==> src/rtl/sa_ram_ctrl_pkg.sv <==
// Shared constants and types for the SA buffer RAM and its show-ahead FIFO controller.
package sa_ram_ctrl_pkg;

  localparam int unsigned SA_RAM_AW    = 5;
  localparam int unsigned SA_RAM_DW    = 128;
  localparam int unsigned SA_RAM_DEPTH = 32;

  typedef logic [SA_RAM_AW-1:0] sa_ram_addr_t;
  typedef logic [SA_RAM_AW:0]   sa_ram_cnt_t;

endpackage

==> src/rtl/sa_ram_rws_fifo_ctrl.sv <==
// Show-ahead FIFO controller for one sa_ram_rws_32x128 RAM (registered read address).
// Owns the pointers, the occupancy and the RAM enables; the RAM itself lives in the parent.
module sa_ram_rws_fifo_ctrl
  import sa_ram_ctrl_pkg::*;
#(
  parameter int unsigned AW        = SA_RAM_AW,
  parameter int unsigned DW        = SA_RAM_DW,
  parameter int unsigned AFULL_LVL = 28
) (
  input  logic          clk,
  input  logic          rst,
  input  logic          clr,
  input  logic          wr_valid,
  output logic          wr_ready,
  input  logic [DW-1:0] wr_data,
  output logic          rd_valid,
  input  logic          rd_ready,
  output logic [DW-1:0] rd_data,
  output logic [AW:0]   count,
  output logic          afull,
  output logic [AW-1:0] ram_wa,
  output logic          ram_we,
  output logic [DW-1:0] ram_di,
  output logic [AW-1:0] ram_ra,
  output logic          ram_re,
  input  logic [DW-1:0] ram_dout
);

  localparam logic [AW:0] FullCnt  = {1'b1, {AW{1'b0}}};
  localparam logic [AW:0] AfullCnt = (AW + 1)'(AFULL_LVL);

  logic [AW-1:0] wptr_q, wptr_d;
  logic [AW-1:0] rptr_q, rptr_d;
  logic [AW:0]   ram_cnt_q, ram_cnt_d;
  logic          out_vld_q, out_vld_d;

  logic push, pop, fetch;

  // The presented head still occupies a slot until popped, so count includes it.
  assign count    = ram_cnt_q + {{AW{1'b0}}, out_vld_q};
  assign afull    = (count >= AfullCnt);
  assign wr_ready = (count < FullCnt) && !clr;

  assign push  = wr_valid && wr_ready;
  assign pop   = out_vld_q && rd_ready;
  assign fetch = (ram_cnt_q != '0) && (!out_vld_q || pop) && !clr;

  assign ram_we = push;
  assign ram_wa = wptr_q;
  assign ram_di = wr_data;
  assign ram_re = fetch;
  assign ram_ra = rptr_q;

  // RAM holds its read address until the next re, so dout is stable while presented.
  assign rd_valid = out_vld_q;
  assign rd_data  = ram_dout;

  always_comb begin
    wptr_d    = wptr_q;
    rptr_d    = rptr_q;
    ram_cnt_d = ram_cnt_q;
    out_vld_d = out_vld_q;
    if (clr) begin
      // A pop in the flush cycle is simply absorbed by clearing out_vld.
      wptr_d    = '0;
      rptr_d    = '0;
      ram_cnt_d = '0;
      out_vld_d = 1'b0;
    end else begin
      wptr_d    = wptr_q + AW'(push);
      rptr_d    = rptr_q + AW'(fetch);
      ram_cnt_d = ram_cnt_q + {{AW{1'b0}}, push} - {{AW{1'b0}}, fetch};
      if (fetch) begin
        out_vld_d = 1'b1;
      end else if (pop) begin
        out_vld_d = 1'b0;
      end
    end
  end

  always_ff @(posedge clk or posedge rst) begin
    if (rst) begin
      wptr_q    <= '0;
      rptr_q    <= '0;
      ram_cnt_q <= '0;
      out_vld_q <= 1'b0;
    end else begin
      wptr_q    <= wptr_d;
      rptr_q    <= rptr_d;
      ram_cnt_q <= ram_cnt_d;
      out_vld_q <= out_vld_d;
    end
  end

endmodule

==> config.mk <==
export PLATFORM = sky130hd
export DESIGN_NAME = sa_ram_rws_fifo_ctrl
export DESIGN_NICKNAME = d
export VERILOG_FILES = /design/src/rtl/sa_ram_ctrl_pkg.sv /design/src/rtl/sa_ram_rws_fifo_ctrl.sv
export SDC_FILE = /design/constraint.sdc
export NUM_CORES = 1
export LEC_CHECK = 0
export CORE_AREA = 2 2 210 212
export DETAILED_ROUTE_END_ITERATION = 16
export DIE_AREA = 0 0 212 214
export GPL_TIMING_DRIVEN = 0
export PLACE_DENSITY = 0.4
export SYNTH_ARGS = -nofsm -noshare
export SYNTH_HDL_FRONTEND = slang
export SYNTH_SLANG_ARGS = --single-unit
==> constraint.sdc <==
create_clock -name clk -period 3.65 [get_ports clk]
set_input_delay 0.73 -clock clk [delete_from_list [all_inputs] [get_ports clk]]
set_output_delay 0.73 -clock clk [all_outputs]
set_load 0.005 [all_outputs]
==> results.ini <==
[sta]
setup_tns_ns=0
finalCritPeriodShare_pct=92.2
final-max-slew-violation-count=0
fmax_mhz=297
setup_viol=0
skew_ns=0.00406
finalWorstSetupSlack_ns=0.285
slew_headroom_pct=46.7
rsz0062_at_grt=false
hold_viol=0
tightest_slew_ns=0.794
period_needed_ns=3.37

[global_routing]
grt_first_pass_wirelength_microns=20000
track_usage_pct=5.99
grt_pass1_vias=3149
grt_max_degree=18
grt_antenna_before_repair=6
overflow=0

[synth]
yosys.area_share.simple_pct=6.86
ys_warn_count=0
synth_top_family_by_area=buffers and inverters
syn_area_sq_um=3010
synthCells=362
avgSynthCellArea_sq_um=8.31
synthArstFlopShare_pct=100
synth_cell_types=33
synthFlopType=dfrtp_1
synth_adder_area_share_pct=6.90
synth_edf_count=0
synth-compound-area-share_pct=3.41
synth_nets=639
ys_seq_area_share_pct=14.1
synth-seq-cells=17
synthXorXnorAreaFrac_pct=2.91
muxShareOfSynthArea_pct=0.748

[placed_design]
hpwl_microns=14000
gp_congestion=0.713
place.port_buffers=281
place_ws_ns=-0.136
placed_cells=1228

[setup_path]
arrival_ns=2.64
cp.required_ns=2.92
crit_path_start_kind=input pin
crit_fanout=10
cp-end-kind=output port
critPathKind=input pin to output port

[routing]
maxUsedRoutingLayer=met5
wl_per_cell_microns=12.3
detail-route-antenna-nets=0
drt_wl_total_microns=15200
first_pass_iters=4
routed_via_density=2.48
wl_met2_microns=8560
vias=3058
drt_iter0_drc=56
routed-wl-met3_microns=1710
route.detailed.drc=0
drt-met1-wl_microns=4690

[power_and_ir_drop]
leakagePower_uw=0.00289
power.total_uw=1600
power_density_nw_per_um2=240
vdd_drop_max_mv=0.153

[clock_network]
clock_latency_ns=0.25
numCtsBuffers=3
max-clock-path-buffers=2
postCtsHoldBufs=0
post-cts-setup-buffers=0
clk_pin_slew_worst_paths_ns=0.06
cts-resized-gates=2
htree_levels=1
cts_sinks=17
tritoncts=done
root_buffer=clkbuf_16

[finish]
post-route-util_pct=15.5
final_cells=1234
syn2layout_area_growth_pct=121
fillers=4795
final_nets=925
drive_above_1_share_pct=41.3

[min_path]
min_path_type=flip-flop to flip-flop

[floorplan]
io_pins=538
core-area_sq_um=42900
fp.dieArea_sq_um=45400
fp-row-count=76
die_h_microns=214
die_w_microns=212
initial_core_util_pct=7.02

[run_status]
status=finished, final reports clean

[run]
max_cap_viol_count=0

## cell families after synthesis
logic type	after synthesis
buffers and inverters	265
and+or+nand+nor	37
DFF	17
adders and majority gates	16
AOI/OAI and AO/OA	15
xor gates and xnor gates	10
muxes	2
## sequential cells by signal, summed over array words and instances, names as in the netlist
register   count
ram_ra         5
rd_valid       1
ram_cnt_q      6
ram_wa         5
## final timing paths
check	from	end	slack, ns	depth (start not counted)
worst min-delay path	ram_ra[4]	ram_ra[4]	0.54	2
max in group asynchronous	rst	ram_cnt_q[3]	2.27	2
worst max register to register	ram_cnt_q[2]	ram_cnt_q[4]	0.71	9
worst max-delay path	clr	wr_ready	0.28	5
worst min register to register	ram_ra[4]	ram_ra[4]	0.54	2
min in group asynchronous	rst	ram_ra[2]	0.91	2
## cells in the mapped netlist, types with 2 or more instances
cell type | count | area share (%)
a21oi_1 | 5 | 0.83
inv_1 | 7 | 0.87
dfrtp_1 | 17 | 14
nor2b_1 | 9 | 1.9
ha_1 | 15 | 6.2
nor4_1 | 2 | 0.42
xnor2_1 | 6 | 1.7
nor2_1 | 10 | 1.2
buf_4 | 256 | 64
xor2_1 | 4 | 1.2
mux2_2 | 2 | 0.75
nand3_1 | 5 | 0.83
nand2_1 | 3 | 0.37
o31ai_1 | 2 | 0.50
## cells in the final DEF (no fill, tap or decap), types with 2 or more instances in the layout
| cell | Yosys | routed |
|---|---|---|
| nor2b_1 | 9 | 9 |
| nor2_1 | 10 | 10 |
| nand2_1 | 3 | 3 |
| buf_4 | 256 | 256 |
| dfrtp_1 | 17 | 17 |
| o31ai_1 | 2 | 2 |
| xnor2_1 | 6 | 6 |
| ha_1 | 15 | 15 |
| a21oi_1 | 5 | 5 |
| clkdlybuf4s50_1 | 0 | 281 |
| xor2_1 | 4 | 4 |
| diode_2 | 0 | 2 |
| nand3_1 | 5 | 5 |
| inv_1 | 7 | 7 |
| clkbuf_16 | 0 | 3 |
| nor4_1 | 2 | 2 |
| mux2_2 | 2 | 2 |
## layout make-up
| class | count | area (sq um) | share of cell area, % |
|---|---|---|---|
| antenna | 2 | 5.00 | 0.0753 |
| buffer | 258 | 1930 | 29.1 |
| clock buffer | 3 | 75.1 | 1.13 |
| clock inverter | 1 | 7.51 | 0.113 |
| inverter | 7 | 26.3 | 0.395 |
| multi-input combinational | 80 | 632 | 9.50 |
| sequential | 17 | 425 | 6.40 |
| tap | 585 | 732 | 11.0 |
| timing repair buffer | 281 | 2810 | 42.3 |
## critical path, cell delays in order
cell,delay (ns)
clkdlybuf4s50_1,0.65
clkbuf_2,0.34
buf_2,0.33
nor2_1,0.08
clkdlybuf4s50_1,0.50
## power by group
part | switching [uW] | internal, uW
combinational | 405 | 690
sequential | 43.6 | 229
clock | 82.0 | 148
total | 531 | 1070
## metal layers
| layer | vias up | GRT usage, % |
|---|---|---|
| met5 | - | 0 |
| met4 | 2 | 1.01 |
| met3 | 14 | 2.11 |
| met2 | 251 | 12.5 |
| met1 | 1339 | 5.44 |
| li1 | 1452 | - |
## through the flow
step                      hold slack, ns  instance area (sq um)
after CTS                          0.551                   6640
after floorplan                    0.528                   3010
after global routing               0.574                   6650
after detailed placement           0.537                   6550
after global placement             0.528                   6550
final                              0.540                   6650
(Power assumes the default switching activity.)
